## src/rtl/udp_rx.sv

```systemverilog
// Receive-side UDP stage: parses the 8-byte header, filters on destination port, and re-packs the payload nibbles into bytes.
// Latency: hdr_valid and each payload byte are 1 cycle after their final beat. There is no backpressure, so every axiov beat must be taken.
module udp_rx #(
  parameter int          N           = 4,
  parameter logic [15:0] LISTEN_PORT = 16'd5001
) (
  input  logic         clk,
  input  logic         rst,
  input  logic [N-1:0] axiid,
  input  logic         axiiv,
  output logic [15:0]  src_port_out,
  output logic [15:0]  dst_port_out,
  output logic [15:0]  udp_length_out,
  output logic         hdr_valid,
  output logic [7:0]   axiod,
  output logic         axiov,
  output logic         axiolast,
  output logic         err
);

  localparam int HDR_BEATS  = 64 / N;
  localparam int BYTE_BEATS = 8 / N;

  typedef enum logic [2:0] {WAIT_LOW, IDLE, HEADER, PAYLOAD, DROP} state_t;

  state_t      state;
  logic [5:0]  beat_cnt;
  logic [1:0]  sub_cnt;
  logic [63:0] hdr_sr;
  logic [7:0]  byte_sr;
  logic [15:0] remaining;

  // Shift registers including the current beat, so the final beat is visible in the same cycle.
  logic [63:0] hdr_next;
  logic [7:0]  byte_next;
  logic [15:0] dst_next;
  logic [15:0] len_next;

  assign hdr_next  = {hdr_sr[63-N:0], axiid};
  assign byte_next = {byte_sr[7-N:0], axiid};
  assign dst_next  = hdr_next[47:32];
  assign len_next  = hdr_next[31:16];

  always_ff @(posedge clk) begin
    if (rst) begin
      state          <= WAIT_LOW;
      beat_cnt       <= '0;
      sub_cnt        <= '0;
      hdr_sr         <= '0;
      byte_sr        <= '0;
      remaining      <= '0;
      src_port_out   <= '0;
      dst_port_out   <= '0;
      udp_length_out <= '0;
      hdr_valid      <= 1'b0;
      axiod          <= '0;
      axiov          <= 1'b0;
      axiolast       <= 1'b0;
      err            <= 1'b0;
    end else begin
      hdr_valid <= 1'b0;
      axiov     <= 1'b0;
      axiolast  <= 1'b0;
      err       <= 1'b0;
      case (state)
        WAIT_LOW: if (!axiiv) state <= IDLE;
        IDLE: begin
          if (axiiv) begin
            hdr_sr   <= hdr_next;
            beat_cnt <= 6'd1;
            state    <= HEADER;
          end
        end
        HEADER: begin
          if (!axiiv) begin
            err   <= 1'b1;
            state <= IDLE;
          end else begin
            hdr_sr   <= hdr_next;
            beat_cnt <= beat_cnt + 6'd1;
            if (beat_cnt == 6'(HDR_BEATS - 1)) begin
              src_port_out   <= hdr_next[63:48];
              dst_port_out   <= dst_next;
              udp_length_out <= len_next;
              if (len_next < 16'd8) begin
                err   <= 1'b1;
                state <= DROP;
              end else if (LISTEN_PORT != 16'd0 && dst_next != LISTEN_PORT) begin
                state <= DROP;
              end else begin
                hdr_valid <= 1'b1;
                remaining <= len_next - 16'd8;
                sub_cnt   <= '0;
                state     <= (len_next == 16'd8) ? DROP : PAYLOAD;
              end
            end
          end
        end
        PAYLOAD: begin
          // A short datagram never emits its partial byte.
          if (!axiiv) begin
            err   <= 1'b1;
            state <= IDLE;
          end else begin
            byte_sr <= byte_next;
            sub_cnt <= sub_cnt + 2'd1;
            if (sub_cnt == 2'(BYTE_BEATS - 1)) begin
              sub_cnt   <= '0;
              axiod     <= byte_next;
              axiov     <= 1'b1;
              remaining <= remaining - 16'd1;
              if (remaining == 16'd1) begin
                axiolast <= 1'b1;
                state    <= DROP;
              end
            end
          end
        end
        DROP: if (!axiiv) state <= IDLE;
        default: state <= WAIT_LOW;
      endcase
    end
  end

endmodule
```

## config.mk

```make
export PLATFORM = sky130hd
export DESIGN_NAME = udp_rx
export DESIGN_NICKNAME = d
export VERILOG_FILES = /design/src/rtl/udp_rx.sv
export SDC_FILE = /design/constraint.sdc
export NUM_CORES = 1
export LEC_CHECK = 0
export CAP_MARGIN = 40
export CORE_ASPECT_RATIO = 1.5
export CORE_UTILIZATION = 45
export CTS_CLUSTER_DIAMETER = 30
export DETAILED_ROUTE_END_ITERATION = 10
export GPL_TIMING_DRIVEN = 1
export PLACE_DENSITY = 0.65
export SKIP_CTS_REPAIR_TIMING = 1
export SLEW_MARGIN = 20
export SYNTH_ARGS = -nofsm -noshare
export SYNTH_HDL_FRONTEND = slang
export SYNTH_SLANG_ARGS = --single-unit
export TNS_END_PERCENT = 1
```

## constraint.sdc

```tcl
create_clock -name clk -period 2 [get_ports clk]
set_input_delay 0.3 -clock clk [delete_from_list [all_inputs] [get_ports clk]]
set_output_delay 0.3 -clock clk [all_outputs]
set_load 0.05 [all_outputs]
```

==> run summary <==
• **share of post-route cells with drive strength above 1** 0.1679
• **Tcrit/Tclk final** 1.080
• **dpl cells** 1058
• **final net count** 927
• **Max-slew headroom** 0.5994
• **mean area per synthesized cell** 7.711 sq um
• **largest fanout on the critical path** 3
• **power density over cell area** 783.0 nW/um^2
• **combinational family with the most area after synthesis** simple AND/OR/NAND/NOR gates
• **Synth-to-Final Area Change** 33.26%
• **async set-reset flop share out of synthesis** 0
• **Fin Clk Skew** 0.01241 ns
• **global route total overflow** 0
• **unique cell type count in the Yosys netlist** 55
• **CP required** 2.29 ns
• **reported max-cap violation count** 0
• **CP startpoint kind** register
• **weighted congestion at the end of routability-driven global placement** 0.8595
• **leading area contributor after synthesis** dfxtp_1
• **multiplexer share of the synthesized area** 0.005436
• **gr busiest metal** met2
• **met1 usage** 0.2493
• **path depth of the worst reg2reg path** 8
• **clock transition time at the flip-flop clock pins of the worst setup and hold paths** 0.06 ns
• **x dimension of the die** 97.96 microns
• **number of DRC violations after detailed-routing iteration 0** 198
• **flip-flop and latch count after synthesis** 151
• **Floorplan Core Area** 13470 sq um
• **CTS H-tree lvls** 4
• **clock tree from TritonCTS** built
• **number of endpoints failing setup at the final stage** 5
• **buffer levels on the longest clock path** 2
• **detailed-route DRC error count** 2
• **leakage power total** 0.002899 uW
• **pre-CTS worst setup slack** -0.4994 ns
• **first-pass GRT wire length** 27180 microns
• **Root Buffer** clkbuf_16
• **initial antenna violation count** 0
• **total via count after detailed routing** 5851
• **number of synthesis warnings** 0
• **sequential area share after synthesis** 0.4864
• **met2 GRT Util** 0.4419
• **CTS Buf Count** 17
• **outcome** complete, but fails checks
• **total half-perimeter wirelength after legalization and detailed placement** 11130 microns
• **final-report hold violation count** 0
• **reg2reg end** remaining[0]
• **maximum ir drop on the vdd rail** 0.5775 mV
• **most used cells in the layout excluding fill and tap cells** nand2_1 (254), a21oi_1 (150), dfxtp_1 (148)
• **start point of the critical path** hdr_sr[22]
• **final period demand of the worst path** 2.161 ns
• **r2r startpoint** hdr_sr[22]
• **number of nets in the synthesized netlist** 817
• **arrival time worst endpoint** 2.46 ns
• **end point of the critical path** remaining[0]
• **post-route non-filler standard cell count** 1091
• **class of the tightest hold or removal check** in2reg
• **post-synthesis cell area** 6215 sq um
• **failing checks** design-rule violations, negative setup slack
• **ANT nets after route** 0
• **synthesized-area fraction occupied by and/or/nand/nor cells** 0.2698
• **standard-cell row count** 52
• **number of synthesized flops with an enable pin** 0
• **number of top-level design ports** 67
• **aggregate global-route resource usage** 0.2356
• **setup repair after global routing missed its margin** true
• **adder-cell share of the synthesized area** 0.008053
• **met3 track utilization from global routing** 0.05187
• **Detailed Route WL** 16280 microns
• **Worst setup EP type** register
• **Gate Count Post-Synth** 806
• **Skew-Pair Late Insertion Delay** 0.42 ns
• **main flop type after synthesis** dfxtp_1
• **largest cells by area after synthesis** dfxtp_1 (49%), nand2_1 (15%), a21oi_1 (12%)
• **Final Max Slew Viols** 0
• **detailed-route wire length per cell** 14.92 microns
• **number of optimization iterations in the first detailed-route pass** 7
• **slew at the pin closest to its max-slew limit** 0.6008 ns
• **total number of clock tree sinks** 151
• **register-to-register setup slack** -0.16 ns
• **area fraction in compound gates after synthesis** 0.1752
• **classification of the worst setup path** reg2reg
• **Achievable Freq** 0.4628 GHz
• **die height** 145.9 microns
• **Die Area** 14290 sq um
• **initial core utilization** 0.4614
• **pin count of the biggest net entering global routing** 71
• **final worst slack** -0.1610 ns
• **ANT cells** 0
• **post-DR vias/cell** 5.363
• **number of I/O port buffers** 66
• **most common cell after layout, fill and taps aside** nand2_1
• **xor-xnor portion of the synthesized cell area** 0.01409
• **number of global-route vias before repair** 5848
• **proportion of netlist area held by the largest area contributor** 0.4864
-- synthesized netlist by cell type, types with 2 or more instances --
cell type,n
nand3_1,11
o21ai_1,17
o211ai_1,2
buf_4,2
o2bb2ai_1,2
nand3b_1,2
or2_0,2
or4_1,4
inv_1,5
a21oi_1,151
ha_1,4
nor2_1,38
nor4b_1,3
clkbuf_1,51
a22oi_1,2
o21ai_0,10
mux2_2,3
buf_2,6
nor3_2,2
xnor2_1,7
nand2_1,254
a31oi_1,3
nor3_1,11
o31ai_1,2
or3_1,5
nor3b_1,3
or3_4,2
o22ai_1,3
nor2_4,2
a41oi_1,2
xor2_1,3
nor2b_1,6
nand2b_1,5
and3_1,3
and3b_1,2
nor4_1,6
dfxtp_1,151
or2_2,2
-- worst max-delay path, cell delays in order, from the launching register on --
cell      delay (ns)
dfxtp_2         0.32
or4_4           0.56
nor3_4          0.26
a211oi_4        0.12
buf_4           0.15
buf_4           0.12
mux2_2          0.26
a221oi_2        0.20
nor2_1          0.05
-- state kept, by name (all words and copies together) (netlist names), 4 cells and up --
signal / count
axiod: 8
hdr_sr: 60
src_port_out: 16
beat_cnt: 6
udp_length_out: 16
byte_sr: 4
dst_port_out: 16
remaining: 16
-- per-stage QoR --
| step | hold WS, ns | power, uW | cell area (sq um) | utilization | setup TNS [ns] |
|---|---|---|---|---|---|
| after floorplan | 0.3799 | 3315 | 6264 | - | -0.1347 |
| after CTS | 0.3608 | 6548 | 8172 | 0.6067 | -0.7592 |
| after detailed placement | 0.4438 | 3463 | 7604 | 0.5646 | -18.31 |
| after global routing | 0.3909 | 6737 | 8282 | 0.6149 | -0.9989 |
| after global placement | 0.4421 | 3459 | 7604 | 0.5646 | -17.24 |
| final | 0.3745 | 6484 | 8282 | 0.6149 | -0.2209 |
-- logic make-up after synthesis --
logic type / after synthesis
compound gates: 202
xor+xnor: 10
mux: 3
buf+inv: 64
flops: 151
fa+ha+maj: 4
simple gates: 372
-- power breakdown --
part           leakage, uW  internal [uW]  total [uW]  switching (uW)
clock             0.000270           1750        3080            1330
sequential         0.00122           3020        3030            9.51
combinational      0.00141            138         373             234
total              0.00290           4910        6480            1570
-- cell type report --
cell class              count  area [sq um]
clock buffers              19         432.9
clock inverters            13         135.1
fillers                  1221          5186
inverters                   5         18.77
multi-input cells         591          3069
flip-flops and latches    151          3027
well taps                 162         202.7
repair buffers            150          1396
-- layer usage --
metal / share of wire / routed length, microns / vias to the layer above
li1: - / - / 2931
met1: 0.39 / 6314 / 2780
met2: 0.55 / 8927 / 113
met3: 0.041 / 672 / 27
met4: 0.022 / 365 / 0
met5: 0 / 0 / -
-- worst min-delay path by stage --
stage / cells after the start / to / start / slack (ns)
floorplan: 1 / axiov / rst / 0.38
global placement: 2 / byte_sr[0] / byte_sr[0] / 0.44
detailed placement: 2 / sub_cnt[1] / sub_cnt[1] / 0.44
CTS: 2 / beat_cnt[1] / rst / 0.36
global route: 2 / beat_cnt[2] / rst / 0.39
finish: 2 / beat_cnt[2] / rst / 0.37
No activity file was read; power rests on OpenSTA's default activity.
